`src/rtl/mbist_sched_if.sv`:
```
// Handshake bundle between the MBIST scheduler, the SoC test controller and the shared engine.
// The slave modport is the scheduler's view; master is the controller/engine side.
interface mbist_sched_if #(
   parameter int unsigned NUM_MEM = 4,
   parameter int unsigned SEL_W   = 2
);
   logic               start;
   logic               abort;
   logic [NUM_MEM-1:0] mem_mask;
   logic               bist_done;
   logic               fault_flag;
   logic               bist_rst_n;
   logic               bist_mode;
   logic [SEL_W-1:0]   mem_sel;
   logic               busy;
   logic               done;
   logic               pass;
   logic               aborted;
   logic [NUM_MEM-1:0] fault_map;
   logic [NUM_MEM-1:0] tmo_map;

   modport master (
      output start, abort, mem_mask, bist_done, fault_flag,
      input  bist_rst_n, bist_mode, mem_sel, busy, done, pass, aborted, fault_map, tmo_map
   );

   modport slave (
      input  start, abort, mem_mask, bist_done, fault_flag,
      output bist_rst_n, bist_mode, mem_sel, busy, done, pass, aborted, fault_map, tmo_map
   );
endinterface

```
`src/rtl/mbist_sched.sv`:
```
// Runs one shared MBIST engine over each enabled memory in ascending order and
// collects per-memory fault/timeout maps plus an overall pass/done result.
module mbist_sched #(
   parameter int unsigned         NUM_MEM = 4,
   parameter int unsigned         SEL_W   = 2,
   parameter int unsigned         RST_CYC = 2,
   parameter int unsigned         TMO_W   = 16,
   parameter logic [TMO_W-1:0]    TMO_MAX = 16'hFFFF
) (
   input  logic          clk,
   input  logic          rst,
   mbist_sched_if.slave  bus
);
   localparam int unsigned      PTR_W    = $clog2(NUM_MEM + 1);
   localparam int unsigned      CNT_W    = (RST_CYC > 1) ? $clog2(RST_CYC) : 1;
   localparam logic [TMO_W-1:0] TMO_LAST = TMO_MAX - 1'b1;

   localparam logic [2:0] StIdle   = 3'd0;
   localparam logic [2:0] StScan   = 3'd1;
   localparam logic [2:0] StRst    = 3'd2;
   localparam logic [2:0] StRun    = 3'd3;
   localparam logic [2:0] StDrain  = 3'd4;
   localparam logic [2:0] StFinish = 3'd5;

   logic [2:0]         state_q, state_d;
   logic [PTR_W-1:0]   ptr_q, ptr_d;
   logic [NUM_MEM-1:0] mask_q, mask_d;
   logic [CNT_W-1:0]   cnt_q, cnt_d;
   logic [TMO_W-1:0]   tmo_q, tmo_d;
   logic [SEL_W-1:0]   mem_sel_q, mem_sel_d;
   logic               bist_rst_n_q, bist_rst_n_d;
   logic               bist_mode_q, bist_mode_d;
   logic               busy_q, busy_d;
   logic               done_q, done_d;
   logic               pass_q, pass_d;
   logic               aborted_q, aborted_d;
   logic [NUM_MEM-1:0] fault_map_q, fault_map_d;
   logic [NUM_MEM-1:0] tmo_map_q, tmo_map_d;

   logic [NUM_MEM-1:0] mask_sh;
   logic [NUM_MEM-1:0] ptr_bit;
   logic               abort_ok;

   // Shifts avoid indexing past the mask when ptr reaches NUM_MEM.
   assign mask_sh  = mask_q >> ptr_q;
   assign ptr_bit  = NUM_MEM'(1) << ptr_q;
   assign abort_ok = bus.abort && (state_q inside {StScan, StRst, StRun, StDrain});

   always_comb begin
      state_d     = state_q;
      ptr_d       = ptr_q;
      mask_d      = mask_q;
      cnt_d       = cnt_q;
      tmo_d       = tmo_q;
      mem_sel_d   = mem_sel_q;
      busy_d      = busy_q;
      done_d      = 1'b0;
      pass_d      = pass_q;
      aborted_d   = aborted_q;
      fault_map_d = fault_map_q;
      tmo_map_d   = tmo_map_q;

      if (abort_ok) begin
         aborted_d = 1'b1;
         state_d   = StFinish;
      end else begin
         unique case (state_q)
            StIdle: begin
               if (bus.start) begin
                  mask_d      = bus.mem_mask;
                  ptr_d       = '0;
                  fault_map_d = '0;
                  tmo_map_d   = '0;
                  pass_d      = 1'b0;
                  aborted_d   = 1'b0;
                  busy_d      = 1'b1;
                  state_d     = StScan;
               end
            end
            StScan: begin
               if (ptr_q == PTR_W'(NUM_MEM)) begin
                  state_d = StFinish;
               end else if (mask_sh[0]) begin
                  mem_sel_d = SEL_W'(ptr_q);
                  cnt_d     = CNT_W'(RST_CYC - 1);
                  state_d   = StRst;
               end else begin
                  ptr_d = ptr_q + 1'b1;
               end
            end
            StRst: begin
               if (cnt_q == '0) begin
                  tmo_d   = '0;
                  state_d = StRun;
               end else begin
                  cnt_d = cnt_q - 1'b1;
               end
            end
            StRun: begin
               // A completion landing on the last timeout cycle is not a timeout.
               if (bus.bist_done) begin
                  if (bus.fault_flag) fault_map_d = fault_map_q | ptr_bit;
                  state_d = StDrain;
               end else if (tmo_q == TMO_LAST) begin
                  fault_map_d = fault_map_q | ptr_bit;
                  tmo_map_d   = tmo_map_q | ptr_bit;
                  state_d     = StDrain;
               end else begin
                  tmo_d = tmo_q + 1'b1;
               end
            end
            StDrain: begin
               ptr_d   = ptr_q + 1'b1;
               state_d = StScan;
            end
            StFinish: begin
               done_d  = 1'b1;
               pass_d  = ~|fault_map_q & ~aborted_q;
               busy_d  = 1'b0;
               state_d = StIdle;
            end
            default: state_d = StIdle;
         endcase
      end

      // Engine controls track the upcoming state so they flip with the state register.
      bist_mode_d  = (state_d == StRun);
      bist_rst_n_d = (state_d == StRun);
   end

   always_ff @(posedge clk) begin
      if (rst) begin
         state_q      <= StIdle;
         ptr_q        <= '0;
         mask_q       <= '0;
         cnt_q        <= '0;
         tmo_q        <= '0;
         mem_sel_q    <= '0;
         bist_rst_n_q <= 1'b0;
         bist_mode_q  <= 1'b0;
         busy_q       <= 1'b0;
         done_q       <= 1'b0;
         pass_q       <= 1'b0;
         aborted_q    <= 1'b0;
         fault_map_q  <= '0;
         tmo_map_q    <= '0;
      end else begin
         state_q      <= state_d;
         ptr_q        <= ptr_d;
         mask_q       <= mask_d;
         cnt_q        <= cnt_d;
         tmo_q        <= tmo_d;
         mem_sel_q    <= mem_sel_d;
         bist_rst_n_q <= bist_rst_n_d;
         bist_mode_q  <= bist_mode_d;
         busy_q       <= busy_d;
         done_q       <= done_d;
         pass_q       <= pass_d;
         aborted_q    <= aborted_d;
         fault_map_q  <= fault_map_d;
         tmo_map_q    <= tmo_map_d;
      end
   end

   assign bus.bist_rst_n = bist_rst_n_q;
   assign bus.bist_mode  = bist_mode_q;
   assign bus.mem_sel    = mem_sel_q;
   assign bus.busy       = busy_q;
   assign bus.done       = done_q;
   assign bus.pass       = pass_q;
   assign bus.aborted    = aborted_q;
   assign bus.fault_map  = fault_map_q;
   assign bus.tmo_map    = tmo_map_q;
endmodule

```
`src/flat_wrapper.sv`:
```
// flat-port wrapper written by rule: the top's interface ports become plain ports
module mbist_sched_flat 
#(
   parameter int unsigned         NUM_MEM = 4,
   parameter int unsigned         SEL_W   = 2,
   parameter int unsigned         RST_CYC = 2,
   parameter int unsigned         TMO_W   = 16,
   parameter logic [TMO_W-1:0]    TMO_MAX = 16'hFFFF
)
  (clk, rst, bus_start, bus_abort, bus_mem_mask, bus_bist_done, bus_fault_flag, bus_bist_rst_n, bus_bist_mode, bus_mem_sel, bus_busy, bus_done, bus_pass, bus_aborted, bus_fault_map, bus_tmo_map);
  mbist_sched_if #(.NUM_MEM(NUM_MEM), .SEL_W(SEL_W)) bus_i ();
  input  logic clk;
  input  logic rst;
  input wire logic [$bits(bus_i.start)-1:0] bus_start;
  input wire logic [$bits(bus_i.abort)-1:0] bus_abort;
  input wire logic [$bits(bus_i.mem_mask)-1:0] bus_mem_mask;
  input wire logic [$bits(bus_i.bist_done)-1:0] bus_bist_done;
  input wire logic [$bits(bus_i.fault_flag)-1:0] bus_fault_flag;
  output wire logic [$bits(bus_i.bist_rst_n)-1:0] bus_bist_rst_n;
  output wire logic [$bits(bus_i.bist_mode)-1:0] bus_bist_mode;
  output wire logic [$bits(bus_i.mem_sel)-1:0] bus_mem_sel;
  output wire logic [$bits(bus_i.busy)-1:0] bus_busy;
  output wire logic [$bits(bus_i.done)-1:0] bus_done;
  output wire logic [$bits(bus_i.pass)-1:0] bus_pass;
  output wire logic [$bits(bus_i.aborted)-1:0] bus_aborted;
  output wire logic [$bits(bus_i.fault_map)-1:0] bus_fault_map;
  output wire logic [$bits(bus_i.tmo_map)-1:0] bus_tmo_map;
  assign bus_i.start = bus_start;
  assign bus_i.abort = bus_abort;
  assign bus_i.mem_mask = bus_mem_mask;
  assign bus_i.bist_done = bus_bist_done;
  assign bus_i.fault_flag = bus_fault_flag;
  assign bus_bist_rst_n = bus_i.bist_rst_n;
  assign bus_bist_mode = bus_i.bist_mode;
  assign bus_mem_sel = bus_i.mem_sel;
  assign bus_busy = bus_i.busy;
  assign bus_done = bus_i.done;
  assign bus_pass = bus_i.pass;
  assign bus_aborted = bus_i.aborted;
  assign bus_fault_map = bus_i.fault_map;
  assign bus_tmo_map = bus_i.tmo_map;
  mbist_sched #(.NUM_MEM(NUM_MEM), .SEL_W(SEL_W), .RST_CYC(RST_CYC), .TMO_W(TMO_W), .TMO_MAX(TMO_MAX)) u_core (.clk(clk), .rst(rst), .bus(bus_i));
endmodule
```
`config.mk`:
```
export PLATFORM = sky130hd
export DESIGN_NAME = mbist_sched_flat
export DESIGN_NICKNAME = d
export VERILOG_FILES = /design/src/rtl/mbist_sched_if.sv /design/src/rtl/mbist_sched.sv /design/src/flat_wrapper.sv
export SDC_FILE = /design/constraint.sdc
export NUM_CORES = 1
export LEC_CHECK = 0
export CELL_PAD_IN_SITES_DETAIL_PLACEMENT = 1
export CELL_PAD_IN_SITES_GLOBAL_PLACEMENT = 1
export CORE_AREA = 2 2 85 79
export CTS_CLUSTER_SIZE = 16
export DETAILED_ROUTE_END_ITERATION = 10
export DIE_AREA = 0 0 87 81
export HOLD_SLACK_MARGIN = 0.08
export PLACE_DENSITY_LB_ADDON = 0.1
export SLEW_MARGIN = 40
export SYNTH_ARGS = -nofsm -noshare
export SYNTH_HDL_FRONTEND = slang
export SYNTH_SLANG_ARGS = --single-unit
```
`constraint.sdc`:
```
create_clock -name clk -period 1.9 [get_ports clk]
set_input_delay 0.38 -clock clk [delete_from_list [all_inputs] [get_ports clk]]
set_output_delay 0.38 -clock clk [all_outputs]
set_load 0.01 [all_outputs]
```
==> metrics.sh, run 1 <==
ASYNC_FLOP_SHARE_PCT=0
SYNTHTOLAYOUTAREAGROWTH_PCT=36.3
VIAS_PER_CELL=5.33
MAX-CLOCK-PATH-BUFFERS=2
SYN_AREA_MM2=0.00229
FIN_HOLD_WS_NS=0.469
POSTCTSHOLDBUFS=0
SYNTH-SEQ-AREA-SHARE_PCT=36.7
P_TOTAL_W=0.00187
FIN_SKEW_NS=0.00709
PLACEMENTROWS=28
CRITICAL_PATH_ARRIVAL_NS=2.00
CP.BUFFERS_INVERTERS=1
MAX-CAP-VIOLATIONS=0
POST_SYNTH.CELL_AREA_AVG_UM2=8.74
CLOCK_SINK_COUNT=42
ANTENNA_FOUND_INITIAL=0
IO_PINS=26
CTS-BUFFERS-INSERTED=5
POST_LAYOUT_NONFILLER_INSTANCES=411
PLACE.DETAILED.HPWL_UM=4740
CRIT_PATH_CLASS='reg -> reg'
MIN_DELAY_PATH_DEPTH=1
SETUP_VIOL=0
DR.FIRST_ITER.DRC_COUNT=62
TIMING.CRITICAL_PATH.MAX_DELAY_FAMILY='compound AO/OA/AOI/OAI gates'
CPPEAKSTAGEDELAY_NS=0.41
STANDBY_LEAKAGE_POWER_nW=1.21
GRT.OVERFLOW.TOTAL=0
ROUTED_WIRELENGTH_UM=6250
POSTSYNTHREGISTERBITS=42
POST_ROUTE_CELLS_DRIVE_ABOVE_1_SHARE_PCT=25.3
FILLCELLCOUNT=750
CRIT_PATH_TOP_DELAY_CELL='a221oi_1'
DIE_HEIGHT_UM=81
SLEW_VIOLATIONS=0
ROUTED-VIA-COUNT=2190
NETLIST_TOP_CELLS_AREA='dfxtp_1 37%, mux2i_1 8.7%, nand2b_1 4.6%, nand2_1 4.1%, ha_1 3.8%'
CLOCK-ROOT-BUFFER='clkbuf_8'
GRT_PASS1_VIAS=2140
MAX_SLEW_MARGIN_PCT=65.5
FINAL_HOLD_VIOL_COUNT=0
CORE_AREA_MM2=0.00627
DESIGN.DIE.AREA_MM2=0.00705
LAUNCHING_POINT_OF_THE_WORST_REG2REG_PATH='u_core.ptr_q[0]$_SDFFE_PP0P_'
WORST_SETUP_PATH_START_KIND='flip-flop'
WORSTSETUPSTARTPOINT='u_core.ptr_q[0]$_SDFFE_PP0P_'
ROUTE.DETAILED.DRC=0
FMAX_MHz=550
SYNTH_LARGEST_AREA_CELL='dfxtp_1'
RESIDUAL_ANTENNA_VIOLATING_NET_COUNT_AFTER_DETAILED_ROUTING=0
END_KIND='flip-flop'
PLACED_CELLS=401
TIMING.HOLD.WORST.START='u_core.bus.tmo_map[0]$_SDFFE_PP0P_'
YOSYS_WARNINGS=0
SYNTH_NETS=279
CLOCK_INSERTION_DELAY_WORST_SKEW_NS=0.29
SYNTH_EDF_COUNT=0
SYNTHCELLS=262
FINAL.SETUP.TNS_NS=0
LAYOUT.NETS=353
PIN_COUNT_OF_THE_BIGGEST_NET_ENTERING_GLOBAL_ROUTING=26
CTS-HTREE-LEVELS=2
CRITICAL_PATH.MAX_FANOUT=4
GRT_PASS1_WL_UM=10500
N_ANTENNA_CELL=0
START_UTIL_PCT=36.5
DR.PASS1.ITERS=4
PORT_BUFFERS=25
PWRDENS_mW_PER_MM2=598
REQUIRED_NS=2.09
YS.FLOP_TYPE='dfxtp_1'
HP-CLASS='reg -> reg'
FINAL.MIN_CLOCK_PERIOD_NS=1.82
REG2REGPATHDEPTH=6
YOSYSTOPAREACELLSHARE_PCT=36.7
WIRE_PER_INST_UM=15.2
TRITONCTS='yes'
TIGHTESTPINTRANSITION_NS=0.516
SYNTH_CELL_TYPES=54
WORST_IR_DROP_VDD_V=0.000383
CRIT_PATH_CELL_TRACE='inv_1 > ha_1 > nand2_1 > nand3_1 > a221oi_1 > mux2_2'
DIE-WIDTH_UM=87
MIN_PERIOD_OVER_PERIOD_PCT=95.6
RSZ0062_AT_GRT='yes'
GP_CONGESTION=0.850
STATUS='finished clean'
CLK_TRANSITION_REPORTED_PATHS_NS=0.08
GLOBALROUTETOTALUTIL_PCT=18.8
CP_NUM_CELLS=6
Yosys cell counts, drive strengths merged, types with 2 or more instances:
master and number:
dfxtp 42, nand2 25, mux2i 20, nand2b 17, nor2 16, a21oi 12, buf 9, inv 9
nor4 8, a31oi 7, ha 7, nand3 7, o21ai 7, a32o 6, nand4 6, clkbuf 5
or3 5, or4 5, and3 4, nor3 4, mux2 3, nor2b 3, nor3b 3, a211oi 2
a22o 2, a32oi 2, nand3b 2, nor4b 2, o211ai 2, o21bai 2, or2 2
cells in the final DEF (no fill, tap or decap), types with 4 or more instances in the layout:
cell type,n
a21oi_1,12
ha_1,6
nor2_1,16
a31oi_1,7
o21ai_0,4
nand3_1,6
clkbuf_8,5
nand4_1,6
mux2i_1,19
buf_4,54
dfxtp_1,39
nand2_1,25
nor4_1,6
nand2b_1,17
or3_1,4
inv_1,8
a32o_1,6
nor3_1,4
clkdlybuf4s50_1,23
timing repair:
item	in CTS	in global routing
setup buffers	1	2
pin swaps	3	3
hold endpoints to repair	0	0
resized for setup	8	11
setup endpoints to repair	20	27
layer usage:
layer,vias up,track usage [%],routed length [um]
li1,1113,-,-
met3,2,3.15,148
met4,0,4.06,27
met1,1049,28.4,3400
met2,26,27.9,2670
met5,-,0,0
kinds of logic (layout without fill, tap and decap cells):
kind of cell               Yosys count  count (layout)  share of synthesized area [%]
and+or+nand+nor                    113             113                           27.5
adders and majority gates            7               7                           3.82
AOI/OAI and AO/OA                   53              53                           16.3
buffers and inverters               23              97                           4.81
DFF                                 42              42                           36.7
xor gates and xnor gates             1               1                          0.383
muxes                               23              23                           10.4
through the flow:
stage / util, % / setup slack (ns) / instance area, um^2
6_report: 49.8 / 0.0828 / 3120
3_5_place_dp: 47.5 / -0.410 / 2980
5_1_grt: 49.8 / -0.00708 / 3120
3_3_place_gp: 47.5 / -0.364 / 2980
4_1_cts: 49.1 / 0.0104 / 3080
2_1_floorplan: - / 0.0939 / 2290
final timing paths:
check	endpoint	slack, ns
min	u_core.bus.tmo_map[0]$_SDFFE_PP0P_	0.47
max	u_core.ptr_q[0]$_SDFFE_PP0P_	0.08
max reg2reg	u_core.ptr_q[0]$_SDFFE_PP0P_	0.08
min reg2reg	u_core.bus.tmo_map[0]$_SDFFE_PP0P_	0.47
state kept, by name, summed over array words and instances (netlist names):
signal	count
u_core.mask_q	4
u_core.bus.aborted	1
u_core.cnt_q	1
u_core.bus.busy	1
u_core.state_q	3
u_core.bus.mem_sel	2
u_core.tmo_q	16
u_core.ptr_q	3
u_core.bus.fault_map	4
u_core.bus.done	1
u_core.bus.tmo_map	4
u_core.bus.pass	1
u_core.bus.bist_rst_n	1
layout make-up:
type / count / area [um^2] / share of cell area [%]
repair buffers: 81 / 693 / 22.2
well taps: 75 / 93.8 / 3.01
clock inverters: 2 / 10.0 / 0.321
multi-input cells: 197 / 1380 / 44.1
inverters: 9 / 33.8 / 1.08
clock buffers: 5 / 68.8 / 2.21
flip-flops and latches: 42 / 845 / 27.1
power breakdown:
part / switching [W] / internal (W) / total, W
registers: 0.0000245 / 0.000906 / 0.000930
logic: 0.000182 / 0.000194 / 0.000375
clock network: 0.000314 / 0.000247 / 0.000562
total: 0.000521 / 0.00135 / 0.00187
Power figures use the tool's default switching activity.
==> run 2: changes to the inputs <==
--- a/config.mk
+++ b/config.mk
@@ -13,6 +13,7 @@
 export DIE_AREA = 0 0 87 81
 export HOLD_SLACK_MARGIN = 0.08
 export PLACE_DENSITY_LB_ADDON = 0.1
+export RECOVER_POWER = 50
 export SLEW_MARGIN = 40
 export SYNTH_ARGS = -nofsm -noshare
 export SYNTH_HDL_FRONTEND = slang
==> run 2 against run 1 <==
Against the previous run: critical path depth unchanged; worst hold slack got worse by 0.0054 ns; sequential share of layout area increased by 0.087 points; register-to-register slack about the same; highest routed layer unchanged.
==> metrics.sh, run 2 (same netlist as run 1, synthesis figures left out) <==
MAX-CLOCK-PATH-BUFFERS=2
PRE_CTS_WS_NS=-0.410
ROUTE.DETAILED.DRC=0
DR.PASS1.ITERS=4
PLACED_CELLS=401
GRT_PASS1_VIAS=2140
SYNTHTOLAYOUTAREAGROWTH_PCT=35.8
TRITONCTS='yes'
POST_ROUTE_CELLS_DRIVE_ABOVE_1_SHARE_PCT=24.7
FINAL_COMMON_CELL='buf_4'
PORT_BUFFERS=25
CRITICAL_PATH.MAX_FANOUT=4
CRITICAL_PATH_ARRIVAL_NS=2.00
DR.FIRST_ITER.DRC_COUNT=61
DESIGN.DIE.AREA_MM2=0.00705
CPPEAKSTAGEDELAY_NS=0.41
CRIT_PATH_CELL_TRACE='inv_1 > ha_1 > nand2_1 > nand3_1 > a221oi_1 > mux2_2'
MAX_SLEW_MARGIN_PCT=65.4
TIMING.CRITICAL_PATH.MAX_DELAY_FAMILY='compound AO/OA/AOI/OAI gates'
WORST_SETUP_PATH_START_KIND='flip-flop'
MIN_PERIOD_OVER_PERIOD_PCT=95.5
POST_LAYOUT_NONFILLER_INSTANCES=411
VIAS_PER_CELL=5.36
DIE_HEIGHT_UM=81
GRT.OVERFLOW.TOTAL=0
CLK_TRANSITION_REPORTED_PATHS_NS=0.08
FINAL_HOLD_VIOL_COUNT=0
FIN_SKEW_NS=0.00844
FILLCELLCOUNT=751
POSTLAYOUTCELLAREA_MM2=0.00311
MAX-CAP-VIOLATIONS=0
GLOBALROUTETOTALUTIL_PCT=18.8
START_UTIL_PCT=36.5
FMAX_MHz=551
MAX_FLOP_REGISTER='u_core.tmo_q'
CRIT_PATH_TOP_DELAY_CELL='a221oi_1'
IO_PINS=26
TIGHTESTPINTRANSITION_NS=0.516
CORE_AREA_MM2=0.00627
STANDBY_LEAKAGE_POWER_nW=1.26
STATUS='finished clean'
REQUIRED_NS=2.09
CTS-HTREE-LEVELS=2
PLACE.DETAILED.HPWL_UM=4740
LAYOUT.NETS=353
FIN_HOLD_WS_NS=0.463
POST-ROUTE-UTIL_PCT=49.6
ROUTED_WIRELENGTH_UM=6280
N_ANTENNA_CELL=0
DIE-WIDTH_UM=87
FINAL.MIN_CLOCK_PERIOD_NS=1.81
CLOCK-ROOT-BUFFER='clkbuf_8'
GP_CONGESTION=0.850
PLACEMENT.CELL_AREA_MM2=0.00298
RESIDUAL_ANTENNA_VIOLATING_NET_COUNT_AFTER_DETAILED_ROUTING=0
CTS-BUFFERS-INSERTED=5
CRIT_PATH_CLASS='reg -> reg'
PLACEMENTROWS=28
MAX_REG_FLOPS=16
WIRE_PER_INST_UM=15.3
GRT_PASS1_WL_UM=10500
FINAL.SETUP.WORST_SLACK_NS=0.0855
WORST_IR_DROP_VDD_V=0.000381
CP.BUFFERS_INVERTERS=1
ANTENNA_FOUND_INITIAL=0
FINAL_CELL_MIX='53 x buf_4, 39 x dfxtp_1, 25 x nand2_1, 19 x mux2i_1'
CLOCK_SINK_COUNT=42
SETUP_VIOL=0
PWRDENS_mW_PER_MM2=598
CLOCK_INSERTION_DELAY_WORST_SKEW_NS=0.29
HP-CLASS='reg -> reg'
POSTCTSHOLDBUFS=0
END_KIND='flip-flop'
ROUTED-VIA-COUNT=2202
RSZ0062_AT_GRT='yes'
SLEW_VIOLATIONS=0
PIN_COUNT_OF_THE_BIGGEST_NET_ENTERING_GLOBAL_ROUTING=26
## run 2: cell types whose count changed in the layout (fill, tap and decap cells not counted), sizes merged
cell	previous run	this run
clkdlybuf4s50	23	6
clkbuf	5	6
dlygate4sd3	0	17
buf	56	55
## run 2: final timing paths
path                                                          from                            endpoint  slack [ns]  depth (start not counted)
worst min register to register  u_core.bus.tmo_map[0]$_SDFFE_PP0P_  u_core.bus.tmo_map[0]$_SDFFE_PP0P_        0.46                          1
worst max-delay path                  u_core.ptr_q[0]$_SDFFE_PP0P_        u_core.ptr_q[0]$_SDFFE_PP0P_        0.09                          6
worst max register to register        u_core.ptr_q[0]$_SDFFE_PP0P_        u_core.ptr_q[0]$_SDFFE_PP0P_        0.09                          6
worst min-delay path            u_core.bus.tmo_map[0]$_SDFFE_PP0P_  u_core.bus.tmo_map[0]$_SDFFE_PP0P_        0.46                          1
## run 2: metal layers
metal  track usage, %  vias to the layer above  share of wire, %
met2             27.9                       23                43
met1             28.4                     1066                55
met3             3.15                        2               2.0
met4             4.06                        0              0.43
met5                0                        -                 0
li1                 -                     1111                 -
## run 2: repair_timing
item                                    in CTS  in global routing
endpoints found under the hold margin        0                  0
pin swaps                                    3                  3
resized for setup                            8                 11
endpoints found under the setup margin      20                 27
buffers inserted                             1                  2
## run 2: final cells by class
| class | count | area (um^2) | area share, % |
|---|---|---|---|
| Multi-Input combinational cell | 197 | 1370 | 44.0 |
| Sequential cell | 42 | 845 | 27.2 |
| Timing Repair Buffer | 81 | 689 | 22.2 |
| Tap cell | 75 | 93.8 | 3.02 |
| Clock buffer | 5 | 68.8 | 2.21 |
| Inverter | 9 | 33.8 | 1.09 |
| Clock inverter | 2 | 10.0 | 0.322 |
## run 2: per-stage QoR
stage / power, W / setup TNS [ns]
final: 0.00186 / 0
after global routing: 0.00196 / -0.0105
after CTS: 0.00189 / 0
after detailed placement: 0.00132 / -5.61
after global placement: 0.00131 / -4.70
after floorplan: 0.00115 / 0
## run 2: power by group
part,leakage (nW),internal [W],total (W),switching [W]
registers,0.341,0.000906,0.000930,0.0000240
clock network,0.0438,0.000247,0.000562,0.000315
logic,0.877,0.000188,0.000369,0.000181
